--- config.mk ---
export PLATFORM = sky130hd
export DESIGN_NAME = chord_voice_allocator_flat
export DESIGN_NICKNAME = d
export VERILOG_FILES = /design/src/rtl/chord_voice_allocator_if.sv /design/src/rtl/chord_voice_allocator.sv /design/src/flat_wrapper.sv
export SDC_FILE = /design/constraint.sdc
export NUM_CORES = 1
export LEC_CHECK = 0
export ABC_AREA = 1
export BUFFER_PORTS_ARGS = -buffer_cell sky130_fd_sc_hd__buf_2
export CAP_MARGIN = 20
export CORE_ASPECT_RATIO = 0.8
export CORE_MARGIN = 1.5
export CORE_UTILIZATION = 54
export DETAILED_ROUTE_END_ITERATION = 8
export GPL_TIMING_DRIVEN = 0
export PLACE_DENSITY = 0.81
export RECOVER_POWER = 100
export SETUP_SLACK_MARGIN = 0.1
export SKIP_LAST_GASP = 1
export SLEW_MARGIN = 20
export SYNTH_ARGS = -nofsm -noshare
export SYNTH_HDL_FRONTEND = slang
export SYNTH_SLANG_ARGS = --single-unit
--- constraint.sdc ---
create_clock -name clk -period 2.4 [get_ports clk]
set_input_delay 0.12 -clock clk [delete_from_list [all_inputs] [get_ports clk]]
set_output_delay 0.12 -clock clk [all_outputs]
set_load 0.005 [all_outputs]
--- src/rtl/chord_voice_allocator_if.sv ---
// Event stream from the song reader into the voice allocator:
// note/advance events over a valid/ready handshake.
interface chord_voice_allocator_if #(
    parameter int NOTE_W = 6,
    parameter int DUR_W  = 6
);
    logic              ev_valid;
    logic              ev_ready;
    logic              ev_advance;
    logic [NOTE_W-1:0] ev_note;
    logic [DUR_W-1:0]  ev_duration;

    modport master (
        output ev_valid, ev_advance, ev_note, ev_duration,
        input  ev_ready
    );

    modport slave (
        input  ev_valid, ev_advance, ev_note, ev_duration,
        output ev_ready
    );
endinterface

--- src/rtl/chord_voice_allocator.sv ---
// Round-robin note-to-voice scheduler with beat-timed advance events.
// Optional VOICE_STEAL_EN: steal the voice at rr_ptr instead of stalling when all are busy.
module chord_voice_allocator #(
    parameter int NUM_VOICES = 3,
    parameter int NOTE_W     = 6,
    parameter int DUR_W      = 6
) (
    input  logic                         clk,
    input  logic                         reset,
    input  logic                         play,
    input  logic                         beat,
    chord_voice_allocator_if.slave       ev,
    input  logic [NUM_VOICES-1:0]        voice_done,
    output logic [NUM_VOICES*NOTE_W-1:0] note_to_load,
    output logic [NUM_VOICES*DUR_W-1:0]  duration_to_load,
    output logic [NUM_VOICES-1:0]        load_new_note,
    output logic [NUM_VOICES-1:0]        voice_busy,
    output logic                         all_idle
);
    localparam int PTR_W = $clog2(NUM_VOICES);

    typedef enum logic [1:0] {DISPATCH, WAIT_FREE, ADVANCE} state_t;

    state_t                state, state_nx;
    logic [PTR_W-1:0]      rr_ptr, rr_ptr_nx;
    logic [DUR_W-1:0]      beat_cnt, beat_cnt_nx;
    logic [NUM_VOICES-1:0] busy;
    logic [NUM_VOICES-1:0] alloc_vec;
    logic [PTR_W-1:0]      chosen;
    logic                  any_free;
    logic                  ready_c;
    logic                  alloc;

    // First free voice at or after start, wrapping; returns start when none is free,
    // which is exactly the steal target.
    function automatic logic [PTR_W-1:0] pick_free(input logic [NUM_VOICES-1:0] free_mask,
                                                    input logic [PTR_W-1:0]      start);
        logic [PTR_W-1:0] sel;
        logic [PTR_W-1:0] cand;
        logic             found;
        int               idx;
        sel   = start;
        found = 1'b0;
        for (int k = 0; k < NUM_VOICES; k++) begin
            idx = int'(start) + k;
            if (idx >= NUM_VOICES) idx = idx - NUM_VOICES;
            cand = PTR_W'(idx);
            if (!found && free_mask[cand]) begin
                sel   = cand;
                found = 1'b1;
            end
        end
        return sel;
    endfunction

    function automatic logic [PTR_W-1:0] next_ptr(input logic [PTR_W-1:0] p);
        return (p == PTR_W'(NUM_VOICES - 1)) ? '0 : p + PTR_W'(1);
    endfunction

    assign any_free  = ~&busy;
    assign chosen    = pick_free(~busy, rr_ptr);
    assign alloc_vec = alloc ? (NUM_VOICES'(1) << chosen) : '0;

    always_comb begin
        state_nx    = state;
        rr_ptr_nx   = rr_ptr;
        beat_cnt_nx = beat_cnt;
        ready_c     = 1'b0;
        alloc       = 1'b0;
        case (state)
            DISPATCH: begin
                if (play) begin
                    if (ev.ev_advance) begin
                        ready_c = 1'b1;
                        if (ev.ev_valid && (ev.ev_duration != '0)) begin
                            state_nx    = ADVANCE;
                            beat_cnt_nx = ev.ev_duration;
                        end
                    end else if (any_free) begin
                        ready_c = 1'b1;
                        alloc   = ev.ev_valid;
                    end else begin
`ifdef VOICE_STEAL_EN
                        ready_c = 1'b1;
                        alloc   = ev.ev_valid;
`else
                        if (ev.ev_valid) state_nx = WAIT_FREE;
`endif
                    end
                end
            end
            WAIT_FREE: begin
                if (play) begin
                    if (!ev.ev_valid) begin
                        state_nx = DISPATCH;
                    end else if (any_free) begin
                        ready_c  = 1'b1;
                        alloc    = 1'b1;
                        state_nx = DISPATCH;
                    end
                end
            end
            ADVANCE: begin
                if (play && beat) begin
                    beat_cnt_nx = beat_cnt - DUR_W'(1);
                    if (beat_cnt == DUR_W'(1)) state_nx = DISPATCH;
                end
            end
            default: state_nx = DISPATCH;
        endcase
        if (alloc) rr_ptr_nx = next_ptr(chosen);
    end

    // Ready is forced low for as long as reset is held, not just from the next edge.
    assign ev.ev_ready = ready_c & reset;

    always_ff @(posedge clk or negedge reset) begin
        if (!reset) begin
            state            <= DISPATCH;
            rr_ptr           <= '0;
            beat_cnt         <= '0;
            busy             <= '0;
            load_new_note    <= '0;
            note_to_load     <= '0;
            duration_to_load <= '0;
        end else begin
            state         <= state_nx;
            rr_ptr        <= rr_ptr_nx;
            beat_cnt      <= beat_cnt_nx;
            load_new_note <= alloc_vec;
            // A done pulse overlapping a load pulse belongs to the previous note and is dropped.
            busy          <= (busy & ~(voice_done & ~load_new_note)) | alloc_vec;
            for (int i = 0; i < NUM_VOICES; i++) begin
                if (alloc_vec[i]) begin
                    note_to_load[i*NOTE_W +: NOTE_W]    <= ev.ev_note;
                    duration_to_load[i*DUR_W +: DUR_W]  <= ev.ev_duration;
                end
            end
        end
    end

    assign voice_busy = busy;
    assign all_idle   = (busy == '0) && (state == DISPATCH) && !ev.ev_valid;

endmodule

--- src/flat_wrapper.sv ---
// flat-port wrapper written by rule: the top's interface ports become plain ports
module chord_voice_allocator_flat 
#(
    parameter int NUM_VOICES = 3,
    parameter int NOTE_W     = 6,
    parameter int DUR_W      = 6
)
  (clk, reset, play, beat, voice_done, note_to_load, duration_to_load, load_new_note, voice_busy, all_idle, ev_ev_valid, ev_ev_advance, ev_ev_note, ev_ev_duration, ev_ev_ready);
  chord_voice_allocator_if #(.NOTE_W(NOTE_W), .DUR_W(DUR_W)) ev_i ();
  input  logic clk;
  input  logic reset;
  input  logic play;
  input  logic beat;
  input  logic [NUM_VOICES-1:0] voice_done;
  output logic [NUM_VOICES*NOTE_W-1:0] note_to_load;
  output logic [NUM_VOICES*DUR_W-1:0] duration_to_load;
  output logic [NUM_VOICES-1:0] load_new_note;
  output logic [NUM_VOICES-1:0] voice_busy;
  output logic all_idle;
  input wire logic [$bits(ev_i.ev_valid)-1:0] ev_ev_valid;
  input wire logic [$bits(ev_i.ev_advance)-1:0] ev_ev_advance;
  input wire logic [$bits(ev_i.ev_note)-1:0] ev_ev_note;
  input wire logic [$bits(ev_i.ev_duration)-1:0] ev_ev_duration;
  output wire logic [$bits(ev_i.ev_ready)-1:0] ev_ev_ready;
  assign ev_i.ev_valid = ev_ev_valid;
  assign ev_i.ev_advance = ev_ev_advance;
  assign ev_i.ev_note = ev_ev_note;
  assign ev_i.ev_duration = ev_ev_duration;
  assign ev_ev_ready = ev_i.ev_ready;
  chord_voice_allocator #(.NUM_VOICES(NUM_VOICES), .NOTE_W(NOTE_W), .DUR_W(DUR_W)) u_core (.clk(clk), .reset(reset), .play(play), .beat(beat), .ev(ev_i), .voice_done(voice_done), .note_to_load(note_to_load), .duration_to_load(duration_to_load), .load_new_note(load_new_note), .voice_busy(voice_busy), .all_idle(all_idle));
endmodule
==> metrics.md, run 1 <==
| Metric | Value |
|---|---|
| Pre-antenna DRT Iters | `4` |
| I/O pin total | `65` |
| CP max-delay cell | `dfrtp_1` |
| Skew final | `7.96 ps` |
| Hold Crit Depth | `3` |
| Maximum VDD drop | `between 0.6 and 0.7 mV` |
| Width of the die | `between 80 and 90 um` |
| # diodes | `0` |
| Setup tns final | `0 ps` |
| Register Area | `between 0.001 and 0.0015 mm2` |
| Initial antenna violation count | `0` |
| CTS H-tree depth | `2` |
| Port bufs | `64` |
| Syn Inst Count | `approximately 350` |
| Largest net degree at the start of global routing | `54` |
| CTS tree | `done` |
| Iter 0 DRT Violations | `around 170` |
| CP Data Arrival Time | `around 2400 ps` |
| Slew Limit Fails | `0` |
| Clk Latency, worst-skew pair | `320 ps` |
| Root Buffer | `clkbuf_8` |
| #FFs+latches synth | `52` |
| Fmax | `approximately 460 MHz` |
| Synth unique cells | `31` |
| CP Cell Sequence | `inv_1 > ha_4 > nand2_1 > nand3_1 > nand2_2 > nor2_1 > nand2_1 > nand2_2 > nand2_1 > nand3_2 > buf_6 > nand2_1 > nand2_1` |
| Mapped cell area | `0.00277 mm2` |
| R2R Setup Slk | `about 210 ps` |
| Non-Filler Instances | `roughly 500` |
| Drt wl/cell | `around 14 um` |
| Crit-path max FO | `10` |
| ANT nets after route | `0` |
| Layout cells sized above 1 | `0.187` |
| Critical Path Start Type | `flop` |
| Worst Setup Slack, final | `208 ps` |
| Pwr Density | `roughly 1400 mW/mm2` |
| Syn. warnings | `0` |
| P_leak | `about 1.8 nW` |
| Least-Margin Pin Slew | `between 600 and 700 ps` |
| Sequential cell area fraction in the yosys report | `0.470` |
| Vias/cell | `approximately 5.2` |
| Total placed cells including tap cells | `475` |
| Starting Density | `0.556` |
| Die ar. | `between 0.005 and 0.006 mm2` |
| Layout fillers | `about 420` |
| CTS max path bufs | `2` |
| Max-cap violations | `0` |
| Avg Cell Area, Syn | `7.93 um2` |
| Post-route minimum period | `2190 ps` |
| Most Frequent Cell on Critical Path | `nand2_1` |
| Routed WL | `about 6.6 mm` |
| Syn Nets | `roughly 380` |
| Gr usage total | `0.243` |
| Worst Reg-to-Reg Cells | `13` |
| Core Footprint | `0.00498 mm2` |
| Final Hold Viols | `0` |
| Finish-stage setup viols | `0` |
| Crit share post-route | `0.913` |
| First-pass GRT wire length | `about 11 mm` |
| Total Nets Final | `~450` |
| Post-DP HPWL | `4.66 mm` |
| Slowest stage delay, CP | `about 400 ps` |
| WP data required | `~2700 ps` |
| Relative slew margins | `0.558` |
| Critical path type | `reg -> reg` |
| Worst slack at placement | `between 100 and 150 ps` |
| RSZ-0062 raised after global routing | `false` |
| Synth-to-Final Area Change | `20.0%` |
| Gpl congestion | `approximately 0.85` |
| CTS clk-pin slew, worst paths | `around 100 ps` |
| Status | `complete, no violations` |
| Vias in the first global route | `2225` |
| Top-area cell type share of the netlist area | `0.470` |
| # DRC | `0` |
| CP endpoint kind | `flop` |
| Vias | `2534` |
| Post-synth top area cell | `dfrtp_1` |
| Multi-input gate area | `0.00122 mm2` |
| Sink Count | `52` |
| CTS buffer count | `5` |
| Gr ovfl total | `0` |
| Ranking of synthesized cells by area | `dfrtp_1, nand2_1, o21bai_1, inv_1, nand3_1` |
| Tightest Hold Check Type | `in -> reg` |
| Num rows | `23` |
| Die height | `between 60 and 70 um` |
==> through the flow <==
step | power, mW | cell area [um2] | hold WS [ps] | utilization
final | 4.54 | 3320 | 44.7 | 0.667
after global routing | 4.93 | 3320 | 52.9 | 0.667
after CTS | 4.34 | 3270 | 38.6 | 0.657
after detailed placement | 3.80 | 3170 | 197 | 0.636
after global placement | 3.73 | 3170 | 364 | 0.636
after floorplan | 3.03 | 2770 | -176 | -
==> power breakdown <==
group,leakage (nW),total (mW),switching (mW),internal [mW]
sequential,0.651,1.50,0.239,1.26
clock,0.0445,0.540,0.305,0.235
combinational,1.06,2.50,1.55,0.947
total,1.76,4.54,2.09,2.45
==> worst paths after layout <==
kind | startpoint | endpoint
setup / recovery | u_core.rr_ptr[0] | u_core.note_to_load[17]
hold reg to reg | u_core.note_to_load[13] | u_core.note_to_load[13]
min in group asynchronous | reset | u_core.note_to_load[13]
hold / removal | ev_ev_note[2] | u_core.note_to_load[8]
setup reg to reg | u_core.rr_ptr[0] | u_core.note_to_load[17]
max in group asynchronous | reset | u_core.beat_cnt[2]
==> area by class of cell <==
cell class | instances | share of cell area
buffer | 11 | 0.0271
clock buffer | 7 | 0.0260
clock inverter | 1 | 0.00226
inverter | 52 | 0.0588
multi-input combinational | 234 | 0.368
sequential | 52 | 0.392
tap | 62 | 0.0234
timing repair buffer | 70 | 0.102
==> kinds of logic (layout without fill, tap and decap cells) <==
kind of cell               count (synthesis)  after routing  share of synthesized area
DFF                                       52             52                      0.470
AOI/OAI and AO/OA                         56             56                      0.131
adders and majority gates                  5              5                     0.0226
and+or+nand+nor                          172            172                      0.279
xor gates and xnor gates                   1              1                    0.00317
buffers and inverters                     63            141                     0.0940
==> critical path, delay by kind of cell (launching register included) <==
kind                       cells  cell delay [ps]
adders and majority gates      1              300
buffers and inverters          2              280
DFF                            1              410
and+or+nand+nor               10             1130
==> timing repair <==
action,in CTS,in global routing
hold endpoints to repair,52,0
hold buffers,1,0
buffers inserted,0,5
endpoints found under the setup margin,0,35
resized for setup,0,20
==> flip-flops by register name, indices dropped and copies added (netlist names) <==
register / flops
u_core.voice_busy: 3
u_core.beat_cnt: 6
u_core.rr_ptr: 2
u_core.note_to_load: 18
u_core.state: 2
u_core.load_new_note: 3
u_core.duration_to_load: 18
==> layer usage <==
metal | global-route usage | share of wire | wire [um]
met5 | 0 | 0 | 0
met4 | 0.0625 | 0.021 | 139
met3 | 0.0620 | 0.067 | 443
met2 | 0.377 | 0.45 | 2960
met1 | 0.341 | 0.46 | 3070
==> cell usage after synthesis, drive strengths merged <==
cell / count
a21oi: 3
inv: 52
ha: 5
o22ai: 1
dfrtp: 52
o21ai: 20
o21bai: 26
and2: 1
clkbuf: 1
or2: 1
nor2: 18
o211ai: 4
nand3: 21
buf: 10
a31oi: 1
nand4: 12
xor2: 1
o221ai: 1
nand2: 115
nor3: 4
==> layout by cell type, fill, tap and decap left out, types with 4 or more instances in the layout <==
master,instances
clkbuf_8,6
o21ai_0,19
nor2_1,16
nand4_1,12
inv_2,4
clkbuf_1,24
o21bai_1,26
buf_2,43
buf_6,4
nand2_1,111
inv_1,48
dfrtp_1,52
o211ai_1,4
nand3_1,18
buf_4,6
(Power assumes the default switching activity.)
==> run 2: changes to the inputs <==
- PLACE_DENSITY: 0.81 -> not set
- PLACE_DENSITY_LB_ADDON: not set -> 0.2
==> metrics.md, run 2 (same netlist as run 1, synthesis figures left out) <==
| Metric | Value |
|---|---|
| Drt wl/cell | `between 10 and 15 um` |
| Status | `complete, no violations` |
| Fmax | `approximately 460 MHz` |
| Multi-input gate area | `about 0.0012 mm2` |
| ANT nets after route | `0` |
| Vias/cell | `5.24` |
| Post-DP HPWL | `4.80 mm` |
| Finish-stage setup viols | `0` |
| Critical Path Start Type | `flop` |
| Layout fillers | `around 460` |
| Setup tns final | `0 ps` |
| Most common cell after layout, fill and taps aside | `nand2_1` |
| Worst Reg-to-Reg Cells | `13` |
| Slew Limit Fails | `0` |
| Root Buffer | `clkbuf_8` |
| Hold Crit Depth | `3` |
| Clk Latency, worst-skew pair | `around 310 ps` |
| Top flop regs | `u_core.duration_to_load: 18 flops, u_core.note_to_load: 18 flops, u_core.beat_cnt: 6 flops` |
| CTS max path bufs | `2` |
| Post-route minimum period | `around 2200 ps` |
| Sink Count | `52` |
| Starting Density | `0.556` |
| Crit path max-delay family | `simple AND/OR/NAND/NOR gates` |
| Width of the die | `between 80 and 90 um` |
| Num rows | `23` |
| Port bufs | `64` |
| # DRC | `0` |
| Gpl congestion | `0.886` |
| Vias in the first global route | `between 2000 and 2500` |
| P_leak | `roughly 1.7 nW` |
| CP Data Arrival Time | `2380 ps` |
| Core Footprint | `roughly 0.0050 mm2` |
| Crit share post-route | `0.909` |
| Buf+Inv Stages, Crit Path | `3` |
| CP Cell Sequence | `buf_4 > ha_2 > inv_1 > nand2_1 > nand3_1 > nand2_1 > nor2_2 > nand2_1 > nand2_1 > nand3_4 > buf_4 > o21bai_1 > nand2_1` |
| CTS H-tree depth | `2` |
| Maximum VDD drop | `between 0.8 and 0.9 mV` |
| First-pass GRT wire length | `11.1 mm` |
| RSZ-0062 raised after global routing | `false` |
| Largest net degree at the start of global routing | `54` |
| Least-Margin Pin Slew | `roughly 670 ps` |
| CTS tree | `done` |
| Die ar. | `0.00557 mm2` |
| Vias | `roughly 2500` |
| Initial antenna violation count | `0` |
| # diodes | `0` |
| Gr ovfl total | `0` |
| I/O pin total | `65` |
| Tightest Hold Check Type | `in -> reg` |
| Slowest stage delay, CP | `390 ps` |
| Pwr Density | `1350 mW/mm2` |
| Routed WL | `roughly 6.8 mm` |
| Max-cap violations | `0` |
| Crit-path max FO | `10` |
| DP Area | `about 0.0032 mm2` |
| CTS buffer count | `5` |
| Gr usage total | `0.255` |
| Die height | `between 60 and 70 um` |
| CP endpoint kind | `flop` |
| CTS clk-pin slew, worst paths | `roughly 100 ps` |
| Relative slew margins | `0.555` |
| Synth-to-Final Area Change | `19.1%` |
| Most Frequent Cell on Critical Path | `nand2_1` |
| CP max-delay cell | `dfrtp_1` |
| Stages on worst setup path | `13` |
| Most frequent cells in the layout | `nand2_1, dfrtp_1, inv_1` |
| Final Instance Area | `between 0.003 and 0.004 mm2` |
| Register Area | `~0.0013 mm2` |
| Skew final | `roughly 11 ps` |
| Final Hold Viols | `0` |
| Pre-antenna DRT Iters | `4` |
| Iter 0 DRT Violations | `approximately 140` |
| Total Nets Final | `between 400 and 500` |
| Critical path type | `reg -> reg` |
| WP data required | `2600 ps` |
| Layout cells sized above 1 | `0.186` |
## run 2: cell type report
| cell class | count | area share |
|---|---|---|
| Buffer | 11 | 0.0251 |
| Multi-Input combinational cell | 234 | 0.371 |
| Tap cell | 62 | 0.0235 |
| Clock inverter | 2 | 0.00418 |
| Clock buffer | 6 | 0.0251 |
| Inverter | 52 | 0.0592 |
| Timing Repair Buffer | 67 | 0.0976 |
| Sequential cell | 52 | 0.395 |
## run 2: worst paths after layout
check / slack [ps] / from / to
max: 220 / u_core.rr_ptr[0] / u_core.duration_to_load[1]
min: 40 / ev_ev_note[1] / u_core.note_to_load[1]
max reg2reg: 220 / u_core.rr_ptr[0] / u_core.duration_to_load[1]
min reg2reg: 470 / u_core.note_to_load[13] / u_core.note_to_load[13]
max in group asynchronous: 1560 / reset / u_core.load_new_note[2]
min in group asynchronous: 390 / reset / u_core.note_to_load[7]
## run 2: per-layer routing
metal | track usage | up-vias | wire [um]
li1 | - | 1260 | -
met1 | 0.360 | 1208 | 3090
met2 | 0.405 | 73 | 3220
met3 | 0.0458 | 7 | 394
met4 | 0.0708 | 0 | 73
met5 | 0 | - | 0
## run 2: power breakdown
| group | total [mW] | internal (mW) | switching [mW] |
|---|---|---|---|
| Combinational | 2.44 | 0.877 | 1.56 |
| Clock | 0.536 | 0.237 | 0.300 |
| Sequential | 1.49 | 1.26 | 0.231 |
## run 2: worst reg2reg max path, cell delays in order, from the launching register on
cell,delay [ps]
dfrtp_1,390
buf_4,150
ha_2,200
inv_1,90
nand2_1,70
nand3_1,90
nand2_1,80
nor2_2,150
nand2_1,100
nand2_1,160
nand3_4,160
buf_4,230
o21bai_1,140
nand2_1,70
## run 2: through the flow
stage	util	total power [mW]	hold WS (ps)	worst slack (ps)	instances
final	0.662	4.46	41.6	220	486
after global routing	0.662	4.88	38.3	37.1	486
after CTS	0.658	4.40	33.4	126	484
after detailed placement	0.636	3.86	201	127	475
after global placement	0.636	3.77	360	186	475
after floorplan	-	3.03	-176	441	349
## run 2: repair_timing
item                                    CTS  global route
buffers inserted                          0             2
gates resized for setup                   0            15
hold buffers                              1             0
hold endpoints to repair                 52             0
endpoints found under the setup margin    0            37
==> run 3: changes to the inputs <==
- ABC_AREA: 1 -> not set
- CORE_UTILIZATION: 54 -> 55
- CTS_BUF_LIST: not set -> sky130_fd_sc_hd__clkbuf_2 sky130_fd_sc_hd__clkbuf_4 sky130_fd_sc_hd__clkbuf_8
==> metrics.md, run 3 <==
| Metric | Value |
|---|---|
| Syn Nets | `around 240` |
| Post-synthesis xor/xnor area fraction | `0` |
| Post-synthesis simple-gate area fraction | `0.107` |
| Crit-path max FO | `5` |
| Relative slew margins | `0.133` |
| DP Area | `roughly 0.003 mm2` |
| Root Buffer | `clkbuf_8` |
| Pwr Density | `roughly 1300 mW/mm2` |
| Post-synth top area cell | `dfrtp_1` |
| Vias in the first global route | `1963` |
| Crit share post-route | `1.10` |
| Violated checks | `negative setup slack` |
| Iter 0 DRT Violations | `143` |
| Core Footprint | `around 0.0046 mm2` |
| CP Data Arrival Time | `between 2000 and 3000 ps` |
| Drt wl/cell | `around 17 um` |
| Setup tns final | `-8480 ps` |
| Gpl congestion | `around 0.85` |
| Final Hold Viols | `0` |
| Largest family of logic cells by synthesized area | `multiplexers` |
| Final Instance Area | `0.00339 mm2` |
| Layout cells sized above 1 | `0.454` |
| Least-Margin Pin Slew | `roughly 1300 ps` |
| Initial antenna violation count | `0` |
| Starting Density | `0.568` |
| Critical path type | `reg -> reg` |
| Gr usage total | `0.256` |
| Synth Area in Adders | `0.0241` |
| Mux cell area share after synthesis | `0.200` |
| Total placed cells including tap cells | `approximately 340` |
| CTS tree | `done` |
| Gr ovfl total | `0` |
| Synth-to-Final Area Change | `30.3%` |
| P_leak | `between 1.5 and 2 nW` |
| Fmax | `around 380 MHz` |
| Tightest Hold Check Type | `in -> reg` |
| Skew final | `~11 ps` |
| RSZ-0062 raised after global routing | `true` |
| Vias/cell | `~5.5` |
| Port bufs | `between 60 and 70` |
| Synth unique cells | `44` |
| Status | `finished, violations left` |
| Finish-stage setup viols | `44` |
| Post-synthesis compound-gate area fraction | `0.117` |
| Slew Limit Fails | `0` |
| Vias | `approximately 2000` |
| Syn Inst Count | `about 210` |
| Pre-antenna DRT Iters | `7` |
| Die height | `between 60 and 70 um` |
| First-pass GRT wire length | `10.0 mm` |
| # diodes | `0` |
| Critical Path Start Type | `flop` |
| Worst hold slack | `roughly 26 ps` |
| Maximum VDD drop | `around 0.65 mV` |
| Post-route minimum period | `around 2600 ps` |
| Routed WL | `around 6.2 mm` |
| Width of the die | `about 80 um` |
| CTS H-tree depth | `2` |
| I/O pin total | `between 60 and 70` |
| Clk Latency, worst-skew pair | `310 ps` |
| Largest net degree at the start of global routing | `54` |
| Sequential cell area fraction in the yosys report | `0.501` |
| Avg Cell Area, Syn | `~12 um2` |
| Most common cell after layout, fill and taps aside | `dfrtp_1` |
| Total Nets Final | `~330` |
| Worst slack at placement | `-332 ps` |
| CTS buffer count | `5` |
| # DRC | `0` |
| CTS max path bufs | `2` |
| EDFF count, synth | `0` |
| Non-Filler Instances | `~360` |
| CTS clk-pin slew, worst paths | `~100 ps` |
| WP data required | `about 2600 ps` |
| Ranking of synthesized cells by area | `dfrtp_1, mux2_4, mux2_2, o21ai_0, ha_1` |
| Top-count cell post-synth | `dfrtp_1` |
| Final Util | `0.741` |
| Overall Power | `~4.4 mW` |
| ANT nets after route | `0` |
| #FFs+latches synth | `52` |
| Num rows | `22` |
| Worst Setup Slack, final | `-244 ps` |
| Most frequent cells in the layout | `dfrtp_1, buf_2, mux2_4` |
| Async S/R FF share, synth | `1.00` |
| Top flop regs | `u_core.duration_to_load: 18 flops, u_core.note_to_load: 18 flops, u_core.beat_cnt: 6 flops` |
| Top-area cell type share of the netlist area | `0.501` |
| Post-DP HPWL | `between 3 and 4 mm` |
| CP endpoint kind | `flop` |
| Mapped cell area | `approximately 0.0026 mm2` |
| Die ar. | `approximately 0.0051 mm2` |
| Post-synth top cells | `dfrtp_1, mux2_4, o21ai_0` |
| Max-cap violations | `0` |
| Main synth FF type | `dfrtp_1` |
| Syn. warnings | `0` |
| Sink Count | `between 50 and 60` |
run 3: area by class of cell:
cell class	instances	area, um2
clock inverters	2	38.8
multi-input cells	137	1260
flip-flops and latches	52	1300
fillers	331	1180
plain buffers	9	90.1
repair buffers	84	495
well taps	60	75.1
clock buffers	6	76.3
inverters	14	52.6
run 3: cell families (layout without fill, tap and decap cells):
kind of cell | count (synthesis) | in the layout
buf+inv | 24 | 115
flops | 52 | 52
fa+ha+maj | 5 | 5
mux | 39 | 39
compound gates | 46 | 46
simple gates | 47 | 47
run 3: path summary, 6_finish.rpt:
| path | start | endpoint | slack, ps | depth (start not counted) |
|---|---|---|---|---|
| max | u_core.rr_ptr[0] | u_core.note_to_load[11] | -240 | 13 |
| min | play | u_core.state[0] | 30 | 2 |
| max reg2reg | u_core.rr_ptr[0] | u_core.note_to_load[11] | -240 | 13 |
| min reg2reg | u_core.duration_to_load[3] | u_core.duration_to_load[3] | 510 | 1 |
| max in group asynchronous | reset | u_core.beat_cnt[2] | 990 | 2 |
| min in group asynchronous | reset | u_core.beat_cnt[1] | 610 | 2 |
run 3: layer usage:
| layer | global-route usage | wire length [um] |
|---|---|---|
| met5 | 0 | 0 |
| met4 | 0.0711 | 75 |
| met3 | 0.0606 | 292 |
| met2 | 0.395 | 2930 |
| met1 | 0.363 | 2880 |
run 3: power breakdown:
| part | switching (mW) | total [mW] | internal, mW |
|---|---|---|---|
| clock | 0.302 | 0.628 | 0.327 |
| combinational | 1.05 | 2.28 | 1.24 |
| sequential | 0.258 | 1.51 | 1.26 |
run 3: repair_timing:
item	CTS	global route
endpoints found under the setup margin	44	44
endpoints found under the hold margin	52	0
hold buffers	1	0
buffers inserted	14	5
pin swaps	5	5
gates cloned	1	0
resized for setup	30	11
run 3: worst max-delay path, cell delays in order (launching register included):
cell       delay [ps]
dfrtp_1           400
inv_2              70
ha_4              160
buf_6             120
buf_6             100
or2b_1            260
a21oi_4           220
a21oi_2            70
a211oi_4          220
buf_4             140
buf_6             100
nand4_4           150
clkbuf_16         220
mux2_4            280
